`src/rtl/keypad_emulator.sv`:
```
// keypad_emulator: scripted 4x4 matrix keypad answering a row-scanning scanner,
// with reproducible LFSR contact bounce around each press and release.
module keypad_emulator #(
  parameter int BOUNCE_CYCLES = 8,
  parameter int HOLD_W        = 16
) (
  input  logic              clk,
  input  logic              reset,
  input  logic [3:0]        r,
  input  logic              start,
  input  logic [1:0]        keyRow,
  input  logic [1:0]        keyCol,
  input  logic [HOLD_W-1:0] holdCycles,
  output logic              c0,
  output logic              c1,
  output logic              c2,
  output logic              c3,
  output logic              keyDown,
  output logic              busy,
  output logic              done
);

  localparam int BW = (BOUNCE_CYCLES > 0) ? $clog2(BOUNCE_CYCLES + 1) : 1;
  localparam logic [BW-1:0] BOUNCE_LOAD = BW'((BOUNCE_CYCLES > 0) ? BOUNCE_CYCLES - 1 : 0);
  localparam logic [3:0] LFSR_SEED = 4'b1001;
  localparam bit HAS_BOUNCE = (BOUNCE_CYCLES > 0);

  typedef enum logic [1:0] {IDLE, PRESS_BOUNCE, HOLD, RELEASE_BOUNCE} state_t;

  state_t            state, stateNext;
  logic [BW-1:0]     bounceCnt, bounceCntNext;
  logic [HOLD_W-1:0] holdCnt, holdCntNext;
  logic [HOLD_W-1:0] holdLoad, holdLoadNext;
  logic [1:0]        rowLatched, rowNext;
  logic [1:0]        colLatched, colNext;
  logic [3:0]        lfsr, lfsrNext;
  logic              doneNext;
  logic              contact;
  logic [3:0]        colVec;

  always_ff @(posedge clk or posedge reset) begin
    if (reset) begin
      state      <= IDLE;
      bounceCnt  <= '0;
      holdCnt    <= '0;
      holdLoad   <= '0;
      rowLatched <= 2'd0;
      colLatched <= 2'd0;
      lfsr       <= LFSR_SEED;
      done       <= 1'b0;
    end else begin
      state      <= stateNext;
      bounceCnt  <= bounceCntNext;
      holdCnt    <= holdCntNext;
      holdLoad   <= holdLoadNext;
      rowLatched <= rowNext;
      colLatched <= colNext;
      lfsr       <= lfsrNext;
      done       <= doneNext;
    end
  end

  // Counters hold "remaining cycles minus one", so a hold of all ones never wraps.
  always_comb begin
    stateNext     = state;
    bounceCntNext = bounceCnt;
    holdCntNext   = holdCnt;
    holdLoadNext  = holdLoad;
    rowNext       = rowLatched;
    colNext       = colLatched;
    lfsrNext      = lfsr;
    doneNext      = 1'b0;
    contact       = 1'b0;
    case (state)
      IDLE: begin
        if (start) begin
          rowNext      = keyRow;
          colNext      = keyCol;
          holdLoadNext = (holdCycles == '0) ? '0 : holdCycles - HOLD_W'(1);
          if (HAS_BOUNCE) begin
            stateNext     = PRESS_BOUNCE;
            bounceCntNext = BOUNCE_LOAD;
          end else begin
            stateNext   = HOLD;
            holdCntNext = holdLoadNext;
          end
        end
      end
      PRESS_BOUNCE: begin
        contact  = lfsr[0];
        lfsrNext = {lfsr[2:0], lfsr[3] ^ lfsr[2]};
        if (bounceCnt == '0) begin
          stateNext   = HOLD;
          holdCntNext = holdLoad;
        end else begin
          bounceCntNext = bounceCnt - BW'(1);
        end
      end
      HOLD: begin
        contact = 1'b1;
        if (holdCnt == '0) begin
          if (HAS_BOUNCE) begin
            stateNext     = RELEASE_BOUNCE;
            bounceCntNext = BOUNCE_LOAD;
          end else begin
            stateNext = IDLE;
            doneNext  = 1'b1;
          end
        end else begin
          holdCntNext = holdCnt - HOLD_W'(1);
        end
      end
      RELEASE_BOUNCE: begin
        contact  = lfsr[0];
        lfsrNext = {lfsr[2:0], lfsr[3] ^ lfsr[2]};
        if (bounceCnt == '0) begin
          stateNext = IDLE;
          doneNext  = 1'b1;
        end else begin
          bounceCntNext = bounceCnt - BW'(1);
        end
      end
      default: stateNext = IDLE;
    endcase
  end

  // Single-key model: only the latched column answers, and only while its row is driven.
  always_comb begin
    colVec = 4'b0000;
    if (contact && r[rowLatched]) colVec[colLatched] = 1'b1;
  end

  assign c0      = colVec[0];
  assign c1      = colVec[1];
  assign c2      = colVec[2];
  assign c3      = colVec[3];
  assign keyDown = contact;
  assign busy    = (state != IDLE);

endmodule

```
`config.mk`:
```
export PLATFORM = sky130hd
export DESIGN_NAME = keypad_emulator
export DESIGN_NICKNAME = d
export VERILOG_FILES = /design/src/rtl/keypad_emulator.sv
export SDC_FILE = /design/constraint.sdc
export NUM_CORES = 1
export LEC_CHECK = 0
export ABC_AREA = 1
export CAP_MARGIN = 20
export CELL_PAD_IN_SITES_DETAIL_PLACEMENT = 0
export CELL_PAD_IN_SITES_GLOBAL_PLACEMENT = 1
export CORE_ASPECT_RATIO = 1.5
export CORE_MARGIN = 2
export CORE_UTILIZATION = 44
export DETAILED_ROUTE_END_ITERATION = 6
export HOLD_SLACK_MARGIN = 0.12
export PLACE_DENSITY_LB_ADDON = 0.1
export SKIP_CTS_REPAIR_TIMING = 1
export SYNTH_ARGS = -nofsm -noshare
export SYNTH_HDL_FRONTEND = slang
export SYNTH_SLANG_ARGS = --single-unit
```
`constraint.sdc`:
```
create_clock -name clk -period 4.7 [get_ports clk]
set_input_delay 0.705 -clock clk [delete_from_list [all_inputs] [get_ports clk]]
set_output_delay 0.705 -clock clk [all_outputs]
set_load 0.03 [all_outputs]
```
==> metrics.yaml <==
sta:
  tns_ns: 0
  grt_setup_unrepaired: "false"
  relSlewSlack_pct: 38.1
  clock.fmax_ghz: 0.324
  maxSlewViolCount: 0
  hold_viol: 0
  clock_skew_ns: 0.00700
  post-route-period-util_pct: 65.8
  tightest_slew_ns: 0.928
  final.min_clock_period_ns: 3.09
  timing.final.ws_setup_ns: 1.61
  report.final.setup_viol: 0
die:
  die_w_um: 71.2
  rows: 36
  initial_utilization_pct: 45.7
  core-area_mm2: 0.00653
  dieArea_mm2: 0.00747
  die_h_um: 105
  pin_count: 34
min_path:
  holdPathStages: 2
  hold_end: "lfsr[3]"
  hp-class: "reg -> reg"
  min_from: "lfsr[3]"
global_routing:
  gr-usage-all-layers_pct: 18.6
  grt_max_degree: 48
  grt_pass1_wl_mm: 11.2
  overflow: 0
  antenna_found_initial: 0
  grt_pass1_vias: 2625
yosys:
  yosysTopAreaCellShare_pct: 37.7
  synth_compound_area_share_pct: 10.2
  avgSynthCellArea_um2: 7.00
  ys_warn_count: 0
  synth_top_family_by_area: "simple AND/OR/NAND/NOR gates"
  yosys_register_bits: 47
  yosys.area_share.simple_pct: 35.3
  synth_fa_ha_area_share_pct: 3.35
  synthMuxAreaShare_pct: 0
  syn_nets: 461
  synthTopCellsByArea: "dfrtp_1 38%, nand2_1 17%, nor2_1 7.0%, inv_1 6.0%, o21ai_0 4.4%"
  synth-xor-area-share_pct: 3.82
  syn_inst: 426
  ys_seq_area_share_pct: 39.5
  synth_area_leader_cell: "dfrtp_1"
  synth.cell_area_mm2: 0.00298
  synthDistinctLibCells: 29
clock_network:
  clk_latency_ns: 0.31
  clk_pin_slew_ns: 0.09
  h-tree-depth: 2
  cts_tree: "yes"
  clock_sinks: 47
  cts_buffers: 5
  cts-root-buf: "clkbuf_8"
  clockBufferDepth: 2
drt:
  vias_per_cell: 4.86
  first_iter_violations: 114
  wl_per_cell_um: 11.8
  drc_errors: 0
  postRouteAntennaNets: 0
  routed_wl_mm: 6.30
  first_pass_iters: 4
  vias: 2599
final_layout:
  fin_nets: 493
  final_cells: 535
  drive_gt1_share_pct: 8.50
  diodes: 0
  area_growth_pct: 16.7
  final_common_cell: "nand2_1"
  final_cell_mix: "139 x nand2_1, 56 x nor2_1, 47 x inv_1"
pwr:
  p_leak_nw: 1.66
  clkPwrFrac_pct: 14.2
  power_density_mw_per_mm2: 596
  p_int_mw: 1.10
  ir_drop_uv: 214
  seq_power_share_pct: 33.9
  switchingPower_uw: 972
  swShare_pct: 46.8
  p_comb_share_pct: 51.9
setup_path:
  critPathKind: "in -> out"
  crit_fanout: 4
  reg2reg_to: "holdCnt[7]"
  critPathRequiredTime_ns: 3.99
  start_kind: "primary input"
  endpoint_kind: "output port"
  arrival_ns: 2.39
  reg2reg_setup_slack_ns: 1.66
  r2r_cells: 8
  r2r-start: "state[0]"
run:
  drv_cap: 0
place:
  place_congestion: 0.800
  place_inst: 526
  post-place-ws_ns: 1.60
  portBuffers: 33
  hpwl_mm: 4.84
status:
  status: "finished, final reports clean"
==> synth_stat cells <==
| master | instances |
|---|---|
| a21oi_1 | 4 |
| o21ai_0 | 26 |
| buf_1 | 1 |
| o21ai_2 | 9 |
| nor2_4 | 3 |
| clkbuf_1 | 4 |
| nor2_1 | 56 |
| o21ai_1 | 10 |
| inv_1 | 48 |
| nand2_2 | 9 |
| dfstp_2 | 2 |
| o22ai_1 | 3 |
| nand4_1 | 2 |
| nand3_1 | 24 |
| nand3b_1 | 1 |
| buf_2 | 1 |
| nor3b_1 | 1 |
| buf_6 | 2 |
| ha_1 | 8 |
| or2_2 | 2 |
| nand2_1 | 139 |
| o211ai_1 | 1 |
| nor3_1 | 5 |
| nor2_2 | 4 |
| dfrtp_1 | 45 |
| xnor2_1 | 4 |
| xor2_1 | 9 |
| buf_4 | 1 |
| nand3_2 | 2 |
==> kinds of logic (layout without fill, tap and decap cells) <==
| kind of cell | count (synthesis) | count (layout) |
|---|---|---|
| and+or+nand+nor | 248 | 248 |
| buffers and inverters | 57 | 90 |
| AOI/OAI and AO/OA | 53 | 53 |
| DFF | 47 | 47 |
| xor gates and xnor gates | 13 | 13 |
| adders and majority gates | 8 | 8 |
==> metrics by stage <==
step | util (%) | hold slack, ns | total power [mW] | area, um^2
detailed placement | 51.4 | 0.472 | 1.80 | 3360
CTS | 53.0 | 0.485 | 2.11 | 3460
finish | 53.3 | 0.481 | 2.08 | 3480
global placement | 51.4 | 0.465 | 1.78 | 3360
floorplan | - | 0.449 | 1.56 | 2980
global route | 53.3 | 0.513 | 2.30 | 3480
==> power by group through the flow <==
stage | clock network, mW | registers [mW] | logic [mW]
floorplan | 0 | 0.673 | 0.885
global placement | 0 | 0.707 | 1.07
detailed placement | 0 | 0.712 | 1.09
CTS | 0.306 | 0.705 | 1.10
global route | 0.318 | 0.727 | 1.26
finish | 0.295 | 0.703 | 1.08
==> sequential cells by signal (all words and copies together), names as in the netlist <==
signal	count
state	2
holdLoad	16
lfsr	4
done	1
holdCnt	16
rowLatched	2
bounceCnt	4
colLatched	2
==> critical path, stage by stage <==
cell and delay (ns):
clkdlybuf4s50_1 0.45, nor2_1 0.04, nor2_1 0.07, o21ai_0 0.08, o21ai_0 0.08, nand2_1 0.12, nor3_1 0.15, clkdlybuf4s50_1 0.70
==> worst max path at each step <==
stage,from,to,cells past startpoint
5_1_grt,state[0],holdCnt[12],8
3_5_place_dp,r[0],c3,8
6_report,r[0],c3,8
2_1_floorplan,state[1],c0,4
3_3_place_gp,r[0],c0,8
4_1_cts,r[0],c3,8
==> layout make-up <==
| cell class | count | area, um^2 |
|---|---|---|
| clock buffer | 7 | 76.3 |
| clock inverter | 1 | 30.0 |
| fill | 667 | 3050 |
| inverter | 48 | 180 |
| multi-input combinational | 322 | 1570 |
| sequential | 47 | 1180 |
| tap | 76 | 95.1 |
| timing repair buffer | 34 | 350 |
==> metal layers <==
metal,global-route usage (%),vias to the layer above,part of all wire [%]
met5,0,-,0
met4,6.33,0,1.6
li1,-,1392,-
met2,34.9,35,54
met3,3.38,6,2.9
met1,20.2,1166,42
Power figures use the tool's default switching activity.
